[config.mk]
export PLATFORM = sky130hd
export DESIGN_NAME = ip_codma_rd_engine
export DESIGN_NICKNAME = d
export VERILOG_FILES = /design/src/rtl/ip_codma_rd_engine.sv
export SDC_FILE = /design/constraint.sdc
export NUM_CORES = 1
export LEC_CHECK = 0
export ABC_AREA = 1
export BUFFER_PORTS_ARGS = -buffer_cell sky130_fd_sc_hd__buf_2
export CAP_MARGIN = 20
export CELL_PAD_IN_SITES_DETAIL_PLACEMENT = 0
export CELL_PAD_IN_SITES_GLOBAL_PLACEMENT = 1
export CORE_UTILIZATION = 35
export DETAILED_ROUTE_END_ITERATION = 10
export PLACE_DENSITY_LB_ADDON = 0.08
export RECOVER_POWER = 50
export SETUP_SLACK_MARGIN = 0.1
export SYNTH_ARGS = -nofsm -noshare
export SYNTH_HDL_FRONTEND = slang
export SYNTH_SLANG_ARGS = --single-unit
[constraint.sdc]
create_clock -name clk_i -period 3 [get_ports clk_i]
set_clock_uncertainty 0.15 [all_clocks]
set_input_delay 0.3 -clock clk_i [delete_from_list [all_inputs] [get_ports clk_i]]
set_output_delay 0.3 -clock clk_i [all_outputs]
set_load 0.1 [all_outputs]
[src/rtl/ip_codma_rd_engine.sv]
// ip_codma_rd_engine
// Parametrised codma read engine. It issues one bus read request of
// programmable length and packs the returned beats into a word buffer.
// It reports completion with done_o, and failures with error_o plus a
// two-bit error code (bus error, grant timeout or bad length).

module ip_codma_rd_engine #(
   parameter int BUS_W     = 64,
   parameter int WORD_W    = 32,
   parameter int MAX_WORDS = 8,
   parameter int TIMEOUT   = 255,
   localparam int WPB      = BUS_W / WORD_W,
   localparam int LW       = $clog2(MAX_WORDS + 1)
) (
   input  logic                          clk_i,
   input  logic                          reset_n_i,
   input  logic                          start_i,
   input  logic                          stop_i,
   input  logic [31:0]                   addr_i,
   input  logic [LW-1:0]                 len_words_i,
   output logic                          busy_o,
   output logic                          done_o,
   output logic                          error_o,
   output logic [1:0]                    err_code_o,
   output logic [MAX_WORDS*WORD_W-1:0]   data_o,
   output logic [LW-1:0]                 word_count_o,
   output logic                          bus_req_o,
   output logic [31:0]                   bus_addr_o,
   output logic [LW-1:0]                 bus_beats_o,
   input  logic                          bus_grant_i,
   input  logic                          bus_rvalid_i,
   input  logic [BUS_W-1:0]              bus_rdata_i,
   input  logic                          bus_error_i
);

   localparam logic [2:0] S_IDLE = 3'd0;
   localparam logic [2:0] S_ASK  = 3'd1;
   localparam logic [2:0] S_DATA = 3'd2;
   localparam logic [2:0] S_DONE = 3'd3;
   localparam logic [2:0] S_ERR  = 3'd4;

   localparam logic [1:0] ERR_NONE    = 2'd0;
   localparam logic [1:0] ERR_BUS     = 2'd1;
   localparam logic [1:0] ERR_TIMEOUT = 2'd2;
   localparam logic [1:0] ERR_LENGTH  = 2'd3;

   // Word index width into the buffer and width of the grant timeout counter.
   localparam int IW = (MAX_WORDS > 1) ? $clog2(MAX_WORDS) : 1;
   localparam int TW = (TIMEOUT > 0) ? $clog2(TIMEOUT + 1) : 1;

   logic [2:0]                          state;
   logic [2:0]                          next_state;
   logic [LW-1:0]                       len_words;
   logic [TW-1:0]                       timeout_cnt;
   logic [MAX_WORDS-1:0][WORD_W-1:0]    word_buf;
   logic [LW-1:0]                       remaining;
   logic [LW-1:0]                       take;
   logic [1:0]                          next_code;
   logic                                bad_len;
   logic                                timeout_hit;
   logic                                accept;
   logic                                store;

   assign data_o = word_buf;

   // Next-state decode, including stop/error/timeout priority and beat acceptance.
   // NOTE: every signal driven here gets a default first so no path leaves it unassigned (which would infer a latch).
   always_comb begin
      next_state  = state;
      next_code   = err_code_o;
      accept      = 1'b0;
      store       = 1'b0;
      remaining   = len_words - word_count_o;
      take        = (int'(remaining) < WPB) ? remaining : LW'(WPB);
      bad_len     = (len_words_i == '0) || (int'(len_words_i) > MAX_WORDS);
      timeout_hit = (TIMEOUT != 0) && (timeout_cnt == TW'(TIMEOUT - 1));

      if (stop_i) begin
         next_state = S_IDLE;
      end else begin
         case (state)
            S_IDLE: begin
               if (start_i) begin
                  if (bad_len) begin
                     next_state = S_ERR;
                     next_code  = ERR_LENGTH;
                  end else begin
                     next_state = S_ASK;
                     next_code  = ERR_NONE;
                     accept     = 1'b1;
                  end
               end
            end
            S_ASK: begin
               if (bus_error_i) begin
                  next_state = S_ERR;
                  next_code  = ERR_BUS;
               end else if (!bus_grant_i && timeout_hit) begin
                  next_state = S_ERR;
                  next_code  = ERR_TIMEOUT;
               end else if (bus_grant_i) begin
                  next_state = S_DATA;
               end
            end
            S_DATA: begin
               if (bus_error_i) begin
                  next_state = S_ERR;
                  next_code  = ERR_BUS;
               end else if (bus_rvalid_i) begin
                  store = 1'b1;
                  if (word_count_o + take == len_words) begin
                     next_state = S_DONE;
                  end
               end
            end
            S_DONE:  next_state = S_IDLE;
            S_ERR:   next_state = S_IDLE;
            default: next_state = S_IDLE;
         endcase
      end
   end

   // Control state, registered status outputs and transfer parameters.
   // NOTE: sequential state uses non-blocking assignments so every flop samples pre-edge values.
   always_ff @(posedge clk_i or negedge reset_n_i) begin
      if (!reset_n_i) begin
         state       <= S_IDLE;
         busy_o      <= 1'b0;
         done_o      <= 1'b0;
         error_o     <= 1'b0;
         bus_req_o   <= 1'b0;
         err_code_o  <= ERR_NONE;
         bus_addr_o  <= '0;
         bus_beats_o <= '0;
         len_words   <= '0;
         timeout_cnt <= '0;
      end else begin
         state      <= next_state;
         busy_o     <= (next_state != S_IDLE);
         done_o     <= (next_state == S_DONE);
         error_o    <= (next_state == S_ERR);
         bus_req_o  <= (next_state == S_ASK) || (next_state == S_DATA);
         err_code_o <= next_code;
         if (accept) begin
            bus_addr_o  <= addr_i;
            len_words   <= len_words_i;
            bus_beats_o <= LW'((int'(len_words_i) + WPB - 1) / WPB);
            timeout_cnt <= '0;
         end else if (state == S_ASK && !bus_grant_i) begin
            timeout_cnt <= timeout_cnt + 1'b1;
         end
      end
   end

   // Word buffer and stored-word counter; cleared on an accepted start only.
   // NOTE: the buffer is reset because its contents are visible on data_o and must read as zero after reset.
   always_ff @(posedge clk_i or negedge reset_n_i) begin
      if (!reset_n_i) begin
         word_buf     <= '0;
         word_count_o <= '0;
      end else if (accept) begin
         word_buf     <= '0;
         word_count_o <= '0;
      end else if (store) begin
         for (int j = 0; j < WPB; j++) begin
            if (j < int'(take)) begin
               word_buf[IW'(word_count_o + LW'(j))] <= bus_rdata_i[j*WORD_W +: WORD_W];
            end
         end
         word_count_o <= word_count_o + take;
      end
   end

endmodule

* Word-level counts from Yosys, hierarchy flattened *
Index checks and enable logic that the tools add are counted.

storage, ports and cells
  register bits = 317

operators by class
  bitwise operators = 2
  $add $sub $neg = 7
  reduce and logical (&&, ||, !) cells = 14
  equal/unequal tests = 11
  muxes and demuxes = 41
  $lt $le $gt $ge = 8

operators by type and width
  kind                                                                                  number
  256-bit two-way mux                                                                   6
  256-bit bitwise mux                                                                   2
  32-bit demux with 3-bit select                                                        2
  32-bit two-way mux                                                                    2
  3-bit two-way mux                                                                     9
  8-bit two-way mux                                                                     2
  4-bit two-way mux                                                                     3
  2-bit two-way mux                                                                     5
  3-bit by 2-bit equality test with 1-bit output (second input constant)                3
  3-bit one-hot mux with 3 select lines                                                 1
  8-bit by 1-bit adder with 8-bit output (second input constant)                        1
  8-bit equality test (second input constant)                                           1
  1-bit by 4-bit less-than comparator with 1-bit output (first input constant)          2
  3-bit by 4-bit less-than comparator with 1-bit output (second input constant)         2
  1-bit two-way mux                                                                     8
  3-bit by 1-bit equality test with 1-bit output (second input constant)                2
  3-bit by 1-bit greater-or-equal comparator with 1-bit output (second input constant)  2
  2-bit one-hot mux with 3 select lines                                                 1
  3-bit nonzero test                                                                    2
  5-bit by 1-bit subtractor with 6-bit output (second input constant)                   1
  4-bit by 2-bit adder with 5-bit output (second input constant)                        1
  5-bit AND reduction                                                                   1
  4-bit by 1-bit adder with 4-bit output                                                1
  4-bit adder                                                                           1
  16 further kinds                                                                      22

* Depth between registers and ports, before layout *
  depth after elaboration = 12
  depth in mapped cells = 21

* Worst setup path after synthesis *
No wires, ideal clock.

  path type = reg-to-reg
  from = register word_count_o[1]
  to = register bus_req_o
  path buffers = 0
  library setup time = 0.117 ns
  arrival = 3.719 ns
  period minus slack after synthesis = 3.985 ns
  data required time = 2.733 ns
  slack = -0.985 ns
  stages on the path, launching flop included = 18
  cell sequence = dfrtp_1 -> inv_1 -> fa_1 -> xor2_1 -> nor2_1 -> nand2_2 -> nor2_1 -> ha_1 -> inv_1 -> fa_1 -> a21oi_1 -> o21ai_0 -> a21oi_1 -> nand4_1 -> nand2_1 -> nand2_1 -> nand2_1 -> nand2_1

on the way
  longest elaborated chain between the ends = 12
  elaborated cells on any way between the ends = 13
  those cells by class = 2 x add/sub; 1 x order compare; 3 x eq/ne; 6 x mux; 1 x reduce/logical

ends and longest elaborated chain
  element                                                                                                           line  RTL
  from (decl)                                                                                                       26    output logic [LW-1:0] word_count_o,
  from (signal assigned)                                                                                            170   word_count_o <= word_count_o + take;
  4-bit subtractor                                                                                                  73    remaining = len_words - word_count_o;
  4-bit by 2-bit less-than comparator with 1-bit output                                                             74    take = (int'(remaining) < WPB) ? remaining : LW'(WPB);
  4-bit two-way mux                                                                                                 74
  4-bit adder (*)                                                                                                   111   if (word_count_o + take == len_words) begin
  4-bit equality test (*)                                                                                           111
  3-bit two-way mux (*)                                                                                             111
  3-bit two-way mux (*)                                                                                             109   end else if (bus_rvalid_i) begin
  3-bit two-way mux (*)                                                                                             106   if (bus_error_i) begin
  3-bit one-hot mux with 3 select lines (*)                                                                         81    case (state)
  3-bit two-way mux (*)                                                                                             78    if (stop_i) begin
  3-bit by 1-bit equality test with 1-bit output or 3-bit by 2-bit equality test with 1-bit output (tied branches)  142   bus_req_o <= (next_state == S_ASK) || (next_state == S_DATA);
  1-bit logical OR (*)                                                                                              142
  to (signal assigned)                                                                                              142
  to (decl)                                                                                                         27    output logic bus_req_o,

Every way passes the cells marked *; elsewhere a longest branch is shown, timed or not.
A chain may end at the register's enable or synchronous reset.

* Final worst setup path *
  from = register word_count_o[0]
  to = register bus_req_o

Same word-level chain as after synthesis.

==> flow_metrics.py <==
metrics = {
    "worst_setup_path": {
        "cp_slowest_cell": "dfrtp_4",
        "max_stage_delay_ns": 0.48,
        "cp-end-kind": "flop",
        "crit_buf_inv": 2,
        "cp_common_cell": "nand2_1",
        "crit_chain": "ha_4 > inv_2 > fa_2 > nor2_4 > nand2_2 > nor2_2 > ha_2 > inv_2 > fa_2 > a21oi_2 > o21ai_1 > a21oi_1 > nand4_1 > nand2_1 > nand2_2 > nand2_1 > nand2_1",
        "start_kind": "flop",
        "critPathMaxFanout": 3,
        "cp_top_family": "adder cells",
        "cp.arrival_ns": 3.42,
        "crit_type": "flop to flop",
        "cp.required_ns": 3.30,
        "reg2reg_setup_slack_ns": -0.12,
    },
    "finish": {
        "drive_gt1_share_pct": 13.4,
        "post-route-util_pct": 44.5,
        "area_delta_synth_final_pct": 24.7,
        "multi_input_area_um2": 10600,
        "final-seq-area_um2": 7940,
        "fin_area_um2": 25800,
        "fillers": 6164,
        "fin_nets": 3786,
    },
    "clocking": {
        "clockBufferDepth": 3,
        "clock_latency_ns": 0.56,
        "cts_tree": "yes",
        "htreeDepth": 2,
        "cts_root_buf": "clkbuf_16",
        "cts.clk_slew.worst_paths_ns": 0.06,
        "cts_buffers": 42,
        "cts_sinks": 317,
    },
    "yosys": {
        "synth.avg_cell_area_um2": 6.30,
        "synth_most_common_cell": "nand2_1",
        "synth_top_area_share_pct": 38.3,
        "netlist_area_um2": 20700,
        "synthCells": 3292,
        "yosys-top-cells-area": "dfrtp_1 38%, nand2_1 30%, nand3_1 6.6%",
        "ys_types": 33,
        "synth_common_cells": "1,675 x nand2_1, 317 x dfrtp_1, 312 x inv_1, 275 x nand3_1, 212 x o21ai_0",
        "synthesis.nets": 3412,
        "synth_seq_area_share_pct": 38.3,
        "async_flop_share_pct": 100,
        "ys.flop_type": "dfrtp_1",
        "ys.warnings.count": 0,
        "synth-edff-count": 0,
        "synth_area_leader_cell": "dfrtp_1",
        "ys_ff_latch": 317,
    },
    "power": {
        "seqPwrFrac_pct": 28.0,
        "combPwrFrac_pct": 41.3,
        "p_switching_mw": 8.07,
        "p_total_mw": 17.7,
        "ir_drop_v": 0.000472,
        "p_int_mw": 9.62,
        "powerDensity_nw_per_um2": 684,
        "p_sw_share_pct": 45.6,
        "leakagePower_nw": 15.4,
        "p_clk_share_pct": 30.7,
    },
    "placement": {
        "finalWeightedCongestion": 0.880,
        "hpwl_mm": 62.2,
        "place_area_um2": 23900,
        "port_buffers": 408,
    },
    "run_status": {
        "violations": "capacitance limit, slew limit, setup timing",
        "status": "complete, but fails checks",
    },
    "drt": {
        "dr_total_vias": 23617,
        "wire_per_inst_um": 22.5,
        "routed_via_density": 5.28,
        "drtIter0Drc": 2484,
        "dr.pass1.iters": 6,
        "wl_mm": 101,
        "drcViolationCount": 0,
        "ant_nets": 0,
    },
    "sta": {
        "layout_min_cycle_time_ns": 3.12,
        "setup_viol": 4,
        "timing.final.crit_share_pct": 104,
        "layout_setup_ws_ns": -0.119,
        "slew_viol_final": 33,
        "fmax_mhz": 321,
        "slew_headroom_pct": -53.4,
        "rsz0062_at_grt": "yes",
        "hold_viol_final": 0,
        "worst_pin_slew_ns": 2.30,
    },
    "grt": {
        "use_met3_pct": 6.08,
        "grt_pass1_vias": 21184,
        "grt-ovfl-total": 0,
        "grt_antenna_before_repair": 13,
        "use_met2_pct": 49.4,
        "grt_use_total_pct": 32.7,
        "grt_max_degree": 109,
        "use_met1_pct": 45.5,
        "grt-busiest-layer": "met2",
        "grt_pass1_wl_mm": 145,
    },
    "floorplanning": {
        "dieWidth_um": 245,
        "fp-row-count": 88,
        "die_h_um": 245,
        "coreArea_um2": 58100,
        "initial_core_util_pct": 35.7,
        "die_area_um2": 60200,
        "io_pins": 409,
    },
    "job": {
        "drv_cap": 1,
    },
    "hold_path": {
        "hold_path.class": "primary input to flop",
    },
}
-- logic make-up (layout without fill, tap and decap cells) --
group | after synthesis | in the layout | synth area share, %
multiplexers | 14 | 14 | 0.676
adder cells (fa/ha/maj) | 13 | 13 | 0.857
other | 1 | 9 | 0.0181
AND/OR/NAND/NOR | 2150 | 2150 | 43.1
flip-flops | 317 | 317 | 38.3
AO/OA/AOI/OAI | 237 | 237 | 5.78
XOR/XNOR | 8 | 8 | 0.338
buffers and inverters | 552 | 960 | 11.0
-- cells in the final DEF, fill, tap and decap left out, types with 3 or more instances in the layout --
cell type / count
dfrtp_4: 3
buf_2: 268
o21ai_1: 10
nor2_1: 20
bufinv_16: 4
a21oi_1: 7
inv_1: 308
inv_2: 16
o21ai_0: 211
dlygate4sd3_1: 40
clkbuf_1: 152
nor2_4: 10
o22ai_1: 5
dfrtp_1: 314
nand4_1: 149
clkbuf_16: 48
mux2i_1: 14
buf_4: 65
diode_2: 8
nand3_4: 4
nand3_1: 275
nand2_1: 1674
nand2_4: 3
ha_1: 9
nand2_2: 3
nor2_2: 6
clkinv_2: 5
xor2_1: 5
clkbuf_8: 9
buf_12: 37
-- final timing paths --
kind                                              from                   endpoint  depth (start not counted)
setup / recovery           word_count_o[0]$_DFFE_PN0P_        bus_req_o$_DFF_PN0_                         17
hold / removal                             bus_error_i  err_code_o[1]$_DFFE_PN0P_                          4
setup reg to reg           word_count_o[0]$_DFFE_PN0P_        bus_req_o$_DFF_PN0_                         17
hold reg to reg              bus_addr_o[9]$_DFFE_PN0P_  bus_addr_o[9]$_DFFE_PN0P_                          2
max in group asynchronous                    reset_n_i    data_o[117]$_DFFE_PN0P_                          3
min in group asynchronous                    reset_n_i     data_o[47]$_DFFE_PN0P_                          2
-- through the flow --
step           cells  hold slack, ns  worst slack [ns]  TNS, ns
6_report        4473          0.0335            -0.119   -0.208
5_1_grt         4465          0.0402            -0.271    -3.94
2_1_floorplan   3292          -0.146            -0.346    -1.05
4_1_cts         4457         0.00339            -0.119   -0.238
3_3_place_gp    4338          0.0753            -0.195    -1.16
3_5_place_dp    4338          0.0789            -0.240    -2.84
-- routing by layer --
| metal | up-vias | part of all wire (%) |
|---|---|---|
| li1 | 11057 | - |
| met1 | 11179 | 41 |
| met2 | 1178 | 44 |
| met3 | 199 | 10 |
| met4 | 4 | 4.3 |
| met5 | - | 0.027 |
-- cell type report --
| type | count | share of cell area [%] |
|---|---|---|
| Multi-Input combinational cell | 2423 | 41.1 |
| Antenna cell | 8 | 0.0774 |
| Sequential cell | 317 | 30.7 |
| Tap cell | 765 | 3.70 |
| Timing Repair Buffer | 555 | 14.0 |
| Clock buffer | 67 | 5.02 |
| Clock inverter | 11 | 0.624 |
| Inverter | 327 | 4.78 |
-- registers in the layout, summed over array words and instances (netlist names) --
signal and count:
bus_addr_o 32, word_count_o 4, bus_req_o 1, state 3
done_o 1, timeout_cnt 8, err_code_o 2, busy_o 1
data_o 256, len_words 4, error_o 1, bus_beats_o 4
-- power by group through the flow --
stage	clock, mW	sequential (mW)	combinational (mW)
floorplan	0	7.34	2.80
global placement	0	5.00	6.94
detailed placement	0	5.01	7.01
CTS	5.53	4.94	7.09
global route	5.69	4.99	7.83
finish	5.43	4.95	7.30
-- repair_timing --
action / 4_1_cts / 5_1_grt
pin swaps: 6 / 3
setup buffers: 1 / 5
hold buffers: 40 / 0
gates resized for setup: 9 / 4
cloned: 0 / 3
hold endpoints to repair: 359 / 0
setup endpoints to repair: 104 / 162
-- worst register-to-register path, delay by kind of cell, from the launching register on --
family | cells | cell delay [ns]
and+or+nand+nor | 8 | 0.72
buffers and inverters | 2 | 0.09
AOI/OAI and AO/OA | 3 | 0.33
adders and majority gates | 4 | 1.25
DFF | 1 | 0.48
Power figures use the tool's default switching activity.
